File: config.mk
export PLATFORM = sky130hd
export DESIGN_NAME = lru_block_lv2
export DESIGN_NICKNAME = d
export VERILOG_FILES = /design/src/rtl/lru_lv2_pkg.sv /design/src/rtl/plru_tree_lv2.sv /design/src/rtl/lru_block_lv2.sv
export SDC_FILE = /design/constraint.sdc
export NUM_CORES = 1
export LEC_CHECK = 0
export ABC_CLOCK_PERIOD_IN_PS = 5200
export CORE_UTILIZATION = 40
export DETAILED_ROUTE_END_ITERATION = 16
export PLACE_DENSITY_LB_ADDON = 0.12
export SLEW_MARGIN = 20
export SYNTH_ARGS = -nofsm -noshare
export SYNTH_HDL_FRONTEND = slang
export SYNTH_SLANG_ARGS = --single-unit
File: constraint.sdc
create_clock -name clk -period 5.2 [get_ports clk]
set_clock_uncertainty 0.05 [all_clocks]
set_input_delay 1.04 -clock clk [delete_from_list [all_inputs] [get_ports clk]]
set_output_delay 1.04 -clock clk [all_outputs]
set_load 0.005 [all_outputs]
File: src/rtl/lru_lv2_pkg.sv
// Shared definitions for the lv2 tree pseudo-LRU tracker: default geometry,
// node/set count helpers and the tree-state type for the default geometry.
package lru_lv2_pkg;

    localparam int ASSOC_DEF     = 8;
    localparam int ASSOC_WID_DEF = 3;
    localparam int ADDR_WID_DEF  = 16;
    localparam int INDEX_MSB_DEF = 7;
    localparam int INDEX_LSB_DEF = 4;

    // A binary tree over ASSOC leaves has ASSOC-1 internal nodes, numbered 1..ASSOC-1
    function automatic int node_count(input int assoc);
        return assoc - 1;
    endfunction

    function automatic int set_count(input int index_wid);
        return 1 << index_wid;
    endfunction

    typedef logic [ASSOC_DEF-1:1] plru_tree_t;

endpackage

File: src/rtl/plru_tree_lv2.sv
// Combinational PLRU tree logic: victim walk over the current tree bits and the
// next tree bits after touching one way (path bits point away from that way).
module plru_tree_lv2
    import lru_lv2_pkg::*;
#(
    parameter int ASSOC     = ASSOC_DEF,
    parameter int ASSOC_WID = ASSOC_WID_DEF
) (
    input  logic [ASSOC-1:1]     tree,
    input  logic [ASSOC_WID-1:0] way,
    output logic [ASSOC_WID-1:0] victim,
    output logic [ASSOC-1:1]     next_tree
);

    logic [ASSOC_WID-1:0] walk_node;
    logic [ASSOC_WID-1:0] upd_node;

    // Descend from the root following the stored bits; the taken directions spell the victim
    always_comb begin
        victim    = '0;
        walk_node = ASSOC_WID'(1);
        for (int lvl = 0; lvl < ASSOC_WID; lvl++) begin
            victim[ASSOC_WID-1-lvl] = tree[walk_node];
            walk_node = (walk_node << 1) | ASSOC_WID'(tree[walk_node]);
        end
    end

    // Follow the accessed way's path and flip each node to point at the other subtree
    always_comb begin
        next_tree = tree;
        upd_node  = ASSOC_WID'(1);
        for (int lvl = 0; lvl < ASSOC_WID; lvl++) begin
            next_tree[upd_node] = ~way[ASSOC_WID-1-lvl];
            upd_node = (upd_node << 1) | ASSOC_WID'(way[ASSOC_WID-1-lvl]);
        end
    end

endmodule

File: src/rtl/lru_block_lv2.sv
// Per-set tree pseudo-LRU tracker for the lv2 cache: combinational victim for the
// addressed set, one recency update per completed lv2 transaction.
// Optional macro LRU_LV2_PERF_EN adds update counters lru_upd_cnt / lru_wr_upd_cnt.
module lru_block_lv2
    import lru_lv2_pkg::*;
#(
    parameter int ASSOC     = ASSOC_DEF,
    parameter int ASSOC_WID = ASSOC_WID_DEF,
    parameter int ADDR_WID  = ADDR_WID_DEF,
    parameter int INDEX_MSB = INDEX_MSB_DEF,
    parameter int INDEX_LSB = INDEX_LSB_DEF
) (
    input  logic                 clk,
    input  logic                 rst,
    input  logic [ADDR_WID-1:0]  addr_bus_lv1_lv2,
    input  logic                 lv2_rd,
    input  logic                 lv2_wr,
    input  logic                 data_in_bus_lv1_lv2,
    input  logic                 lv2_wr_done,
    input  logic [ASSOC_WID-1:0] blk_accessed_main,
    output logic [ASSOC_WID-1:0] lru_replacement_proc
`ifdef LRU_LV2_PERF_EN
    ,
    output logic [31:0]          lru_upd_cnt,
    output logic [31:0]          lru_wr_upd_cnt
`endif
);

    localparam int NODES    = node_count(ASSOC);
    localparam int IDX_WID  = INDEX_MSB - INDEX_LSB + 1;
    localparam int NUM_SETS = set_count(IDX_WID);

    logic [IDX_WID-1:0] set_idx;
    logic [NODES:1]     tree_mem [NUM_SETS];
    logic [NODES:1]     cur_tree;
    logic [NODES:1]     next_tree;
    logic               done;
    logic               done_d;
    logic               upd;
    logic               unused_addr;

    assign set_idx     = addr_bus_lv1_lv2[INDEX_MSB:INDEX_LSB];
    assign unused_addr = ^addr_bus_lv1_lv2;
    assign cur_tree    = tree_mem[set_idx];

    // A completion counts once on its rising edge, and only while a command is active
    assign done = data_in_bus_lv1_lv2 | lv2_wr_done;
    assign upd  = done & ~done_d & (lv2_rd | lv2_wr);

    plru_tree_lv2 #(
        .ASSOC     (ASSOC),
        .ASSOC_WID (ASSOC_WID)
    ) u_tree (
        .tree      (cur_tree),
        .way       (blk_accessed_main),
        .victim    (lru_replacement_proc),
        .next_tree (next_tree)
    );

    // Completion edge detector
    always_ff @(posedge clk or posedge rst) begin
        if (rst) begin
            done_d <= 1'b0;
        end else begin
            done_d <= done;
        end
    end

    // Tree state array: only the addressed set is written on an update
    always_ff @(posedge clk or posedge rst) begin
        if (rst) begin
            for (int s = 0; s < NUM_SETS; s++) begin
                tree_mem[s] <= '0;
            end
        end else if (upd) begin
            tree_mem[set_idx] <= next_tree;
        end
    end

`ifdef LRU_LV2_PERF_EN
    // Free-running update counters, wrapping naturally at 2^32
    always_ff @(posedge clk or posedge rst) begin
        if (rst) begin
            lru_upd_cnt    <= 32'd0;
            lru_wr_upd_cnt <= 32'd0;
        end else begin
            if (upd) begin
                lru_upd_cnt <= lru_upd_cnt + 32'd1;
            end
            if (upd && lv2_wr) begin
                lru_wr_upd_cnt <= lru_wr_upd_cnt + 32'd1;
            end
        end
    end
`endif

endmodule

# Yosys cells after proc, flatten, opt, wreduce, memory -nomap -nowiden

Cells that the tools add are included.

Flip-flop bits (word level): 113
Bits in latches: 0
Bits in writable memories: 0
Memory bits (read-only): 0
Output and inout port bits: 3
Logic and storage cells: 55
Memories kept: 0

Add/sub/neg operators: 0
Multipliers: 0
Div/mod/pow operators: 0
Magnitude comparators: 8
Equal/unequal tests: 0
Shift-type cells: 0
Mux-type cells: 16
Bitwise gates (word level): 11
Reductions and logical operators: 3

Operators by type and width:

| operator             | number |
|---|---|
| $bwmux W112          | 1 |
| $bmux W7 S4          | 1 |
| $demux W7 S4         | 1 |
| $mux W7              | 3 |
| $bwmux W7            | 2 |
| $lt A2 B4 Y1 const B | 2 |
| $lt A3 B4 Y1 const B | 2 |
| $or A3 B1 Y3         | 2 |
| $ge A5 B5 Y1 const B | 1 |
| $lt A5 B1 Y1 const B | 1 |
| $mux W1              | 5 |
| $not A4 Y5           | 1 |
| $not A1 Y1           | 4 |
| $bmux W1 S3          | 1 |
| $demux W1 S3         | 1 |
| $ge A3 B1 Y1 const B | 1 |
| $logic_and A1 B1 Y1  | 3 |
| $and A1 B1 Y1        | 2 |
| $ge A2 B1 Y1 const B | 1 |
| $or A1 B1 Y1         | 2 |
| $demux W1 S1         | 1 |

# Longest topological paths before layout

Word-level depth: 9
Gate-level depth with buffers: 10
Gate-level depth less buffers: 6

# Modules after synthesis

A second synthesis with hierarchy kept.

Cell total of the unflattened synthesis: 346
Area total of the unflattened synthesis: 5504.0 sq um

Modules (own cells, without submodules):

| module        | instances | cells each | area an instance (sq um) | seq. area each (sq um) |
|---|---|---|---|---|
| lru_block_lv2 | 1         | 326        | 5356.4                   | 2827.7 |
| plru_tree_lv2 | 1         | 20         | 147.6                    | 0.0 |

# Worst setup path after synthesis

OpenSTA, ideal clock, no wires.

Path kind: input-to-output
From: input port addr_bus_lv1_lv2[4]
To: output port lru_replacement_proc[0]
Arrival: 2.796 ns
Required time: 4.110 ns
Path slack: 1.314 ns
Stages on the path: 9
Buffers on the path: 4
Cell sequence: buf_6 buf_12 buf_6 buf_2 mux4_2 nand3_1 and3_1 o31ai_1 a221oi_1

Cells in the longest elaborated chain, start to end: 9

RTL lines:

| element                                       | RTL line            | text |
|---|---|---|
| start, declared                               | lru_block_lv2.sv:15 | `input logic [ADDR_WID-1:0] addr_bus_lv1_lv2,` |
| $not A4 Y5 (implied by the code) *            | lru_block_lv2.sv:44 | `assign cur_tree = tree_mem[set_idx];` |
| $bmux W7 S4 *                                 | lru_block_lv2.sv:44 |  |
| $mux W7 (implied by the code) * (2 in series) | lru_block_lv2.sv:44 |  |
| $mux W1 (implied by the code) (2 in series)   | plru_tree_lv2.sv:24 | `walk_node = (walk_node << 1) \| ASSOC_WID'(tree[walk_node]);` |
| $or A3 B1 Y3                                  | plru_tree_lv2.sv:24 |  |
| $bmux W1 S3 *                                 | plru_tree_lv2.sv:23 | `victim[ASSOC_WID-1-lvl] = tree[walk_node];` |
| $mux W1 (implied by the code) *               | plru_tree_lv2.sv:23 |  |
| end, declared                                 | lru_block_lv2.sv:21 | `output logic [ASSOC_WID-1:0] lru_replacement_proc` |

Mark *: on every way between the ends. The rest lies on a longest branch, timed or not. The select of a mux whose other input is x is not followed.

# Worst setup path after layout

From: input port addr_bus_lv1_lv2[5]
To: output port lru_replacement_proc[0]

Same word-level chain as after synthesis.

==> results.toml <==
[clock_network]
cts_resized = 0
cts_hold_buf = 0
clk_pin_slew_ns = 0.05
cts_buffers = 17
cts_tree = "built"
root_buffer = "clkbuf_16"
clockBufferDepth = 2
insertion_delay_ns = 0.42
h-tree-depth = 4
postCtsSetupBuffers = 0
cts_num_sinks = 113

[status]
outcome = "finished clean"

[floorplanning]
core.rowCount = 41
dieArea_mm2 = 0.0139
die_w_um = 118
core_area_mm2 = 0.0129
start_util_pct = 41.7
die_h_um = 118
ioPinCount = 28

[detailed_routing]
vias = 3419
drtIter0Drc = 222
routedWlPerCell_um = 18.6
wl_um = 12000
viasPerCell = 5.29
first_pass_iters = 4
drc = 0
ant_nets = 0

[worst_setup_path]
r2r_cells = 5
cp.depth = 7
critPathRequiredTime_ns = 4.11
slowest_stage = "mux4_1"
cp_top_family = "buffers and inverters"
crit_top_cell = "clkdlybuf4s50_1"
r2r_end = "tree_mem[111]$_DFFE_PP0P_"
cp_max_fo = 35
path_class = "in2out"
crit_buf_inv = 3
cpPeakStageDelay_ns = 0.62
reg2reg_from = "tree_mem[104]$_DFFE_PP0P_"
cp_data_arrival_time_ns = 3.73
path_cells = "clkdlybuf4s50_1, buf_12, mux4_1, mux4_2, nor3_1, a221oi_1, clkdlybuf4s50_1"
start_kind = "input pin"
rrSetupSlack_ns = 2.66
critPathCaptureType = "primary output"

[min_path]
min_to = "tree_mem[24]$_DFFE_PP0P_"
holdCritPathClass = "reg2reg"
whs_path_depth = 2
min-delay-start = "tree_mem[24]$_DFFE_PP0P_"

[power]
p_int_mw = 1.88
p_comb_share_pct = 12.2
power_density_mw_per_mm2 = 406
p_sw_mw = 0.596
swShare_pct = 24.0
clkPwrFrac_pct = 46.1
peakVddDrop_v = 0.000209
p_leak_nw = 2.75
power_frac_seq_pct = 41.7

[global_routing]
overflow = 0
grt_use_total_pct = 19.4
grt_max_degree = 51
first_global_vias = 3459
grt_pass1_wl_um = 19900
antenna_found_initial = 0

[layout]
antennaDiodeCount = 0
final_common_cell = "dfrtp_1"
syn2layout_area_growth_pct = 13.7
final_nets = 487
mostFrequentLayoutCells = "dfrtp_1, nand2_1, o21ai_0, nor2_1"
stdcell_count = 646
final_layout_size_suffix_gt1_share_pct = 17.9

[yosys]
synth_edf_count = 0
syn_area_per_cell_um2 = 11.8
synth_fp_nets = 479
synth_top_family_by_area = "multiplexers"
synth_xor_area_share_pct = 0
synth_compound_area_share_pct = 11.1
async_flop_share_pct = 100
synth_fa_ha_area_share_pct = 0
ys_ff_latch = 113
yosys_warnings = 0
synth.distinct_cells = 36
synth_ff_type = "dfrtp_1"
synthSimpleGateAreaFrac_pct = 11.4
synthMuxAreaShare_pct = 18.7
syn_area_mm2 = 0.00537
synthCells = 454
yosysSeqAreaShare_pct = 52.6

[sta]
finalCritPeriodShare_pct = 92.7
min_period_ns = 4.82
finalSetupViolations = 0
slew_headroom_pct = 40.5
setup-tns-final_ns = 0
tightest_slew_ns = 0.893
slew_viol_final = 0
rsz0062_at_grt = "false"
finalHoldViolCount = 0
max_freq_ghz = 0.208

[place]
io_buffer_count = 15
post-place-cells = 615
gp_congestion = 0.797
dp_hpwl_um = 7940

[run]
max-cap-violations = 0
## power by group through the flow
stage	clock, mW	combinational, mW	sequential (mW)
global placement	0	0.300	1.04
detailed placement	0	0.307	1.05
floorplan	0	0.231	1.03
global route	1.21	0.341	1.04
CTS	1.16	0.308	1.03
finish	1.14	0.303	1.03
## layer usage
layer	track usage (%)	routed length, um
met5	0	0
met4	7.69	161
met3	5.28	630
met2	28.7	5600
met1	27.0	5630
## cells by family after synthesis
kind of cell | count (synthesis)
AOI/OAI and AO/OA | 105
muxes | 52
DFF | 113
buffers and inverters | 44
and+or+nand+nor | 140
## cell type report
cell class,instances,area [um^2]
Clock inverter,5,75.1
Multi-Input combinational cell,297,2220
Sequential cell,113,2830
Fill cell,1191,6770
Timing Repair Buffer,25,233
Clock buffer,26,509
Inverter,8,32.5
Tap cell,172,215
## metrics by stage
stage	total power [mW]	setup WS [ns]	area [um^2]	hold slack, ns	util [%]
2_1_floorplan	1.26	1.12	5370	0.391	-
3_3_place_gp	1.34	0.368	5520	0.403	42.9
3_5_place_dp	1.36	0.385	5520	0.409	42.9
4_1_cts	2.50	0.384	6110	0.420	47.4
5_1_grt	2.59	0.292	6110	0.436	47.4
6_report	2.48	0.382	6110	0.416	47.4
## synthesized netlist by cell type (4+ instances only)
| library cell | count | area, um^2 |
|---|---|---|
| and3_1 | 4 | 25.0 |
| mux2i_1 | 4 | 40.0 |
| o21ai_0 | 71 | 355 |
| buf_2 | 11 | 55.1 |
| nor2b_1 | 4 | 25.0 |
| clkbuf_8 | 10 | 138 |
| o21ai_2 | 8 | 70.1 |
| a22oi_1 | 4 | 30.0 |
| nand3b_1 | 6 | 45.0 |
| nor2_1 | 22 | 82.6 |
| clkbuf_1 | 10 | 37.5 |
| nand3_1 | 10 | 50.1 |
| mux4_1 | 17 | 447 |
| mux4_2 | 14 | 315 |
| a21oi_2 | 6 | 52.6 |
| inv_1 | 7 | 26.3 |
| nand2_1 | 84 | 315 |
| dfrtp_1 | 113 | 2830 |
| a21oi_1 | 12 | 60.1 |
| mux2_2 | 16 | 180 |
## state kept, by name, summed over array words and instances, names as in the netlist
name	cells
done_d	1
tree_mem	112
## tightest hold or removal path, stage by stage (launching register included)
cell,delay (ns)
dfrtp_1,0.33
nand2_1,0.06
o21ai_2,0.05
## worst max-delay path by stage
stage,startpoint,slack (ns),endpoint
global route,addr_bus_lv1_lv2[4],0.29,lru_replacement_proc[0]
global placement,addr_bus_lv1_lv2[5],0.37,lru_replacement_proc[0]
finish,addr_bus_lv1_lv2[5],0.38,lru_replacement_proc[0]
floorplan,rst,1.12,done_d$_DFF_PP0_
CTS,addr_bus_lv1_lv2[5],0.38,lru_replacement_proc[0]
detailed placement,addr_bus_lv1_lv2[5],0.39,lru_replacement_proc[0]
No activity file was read; power rests on OpenSTA's default activity.
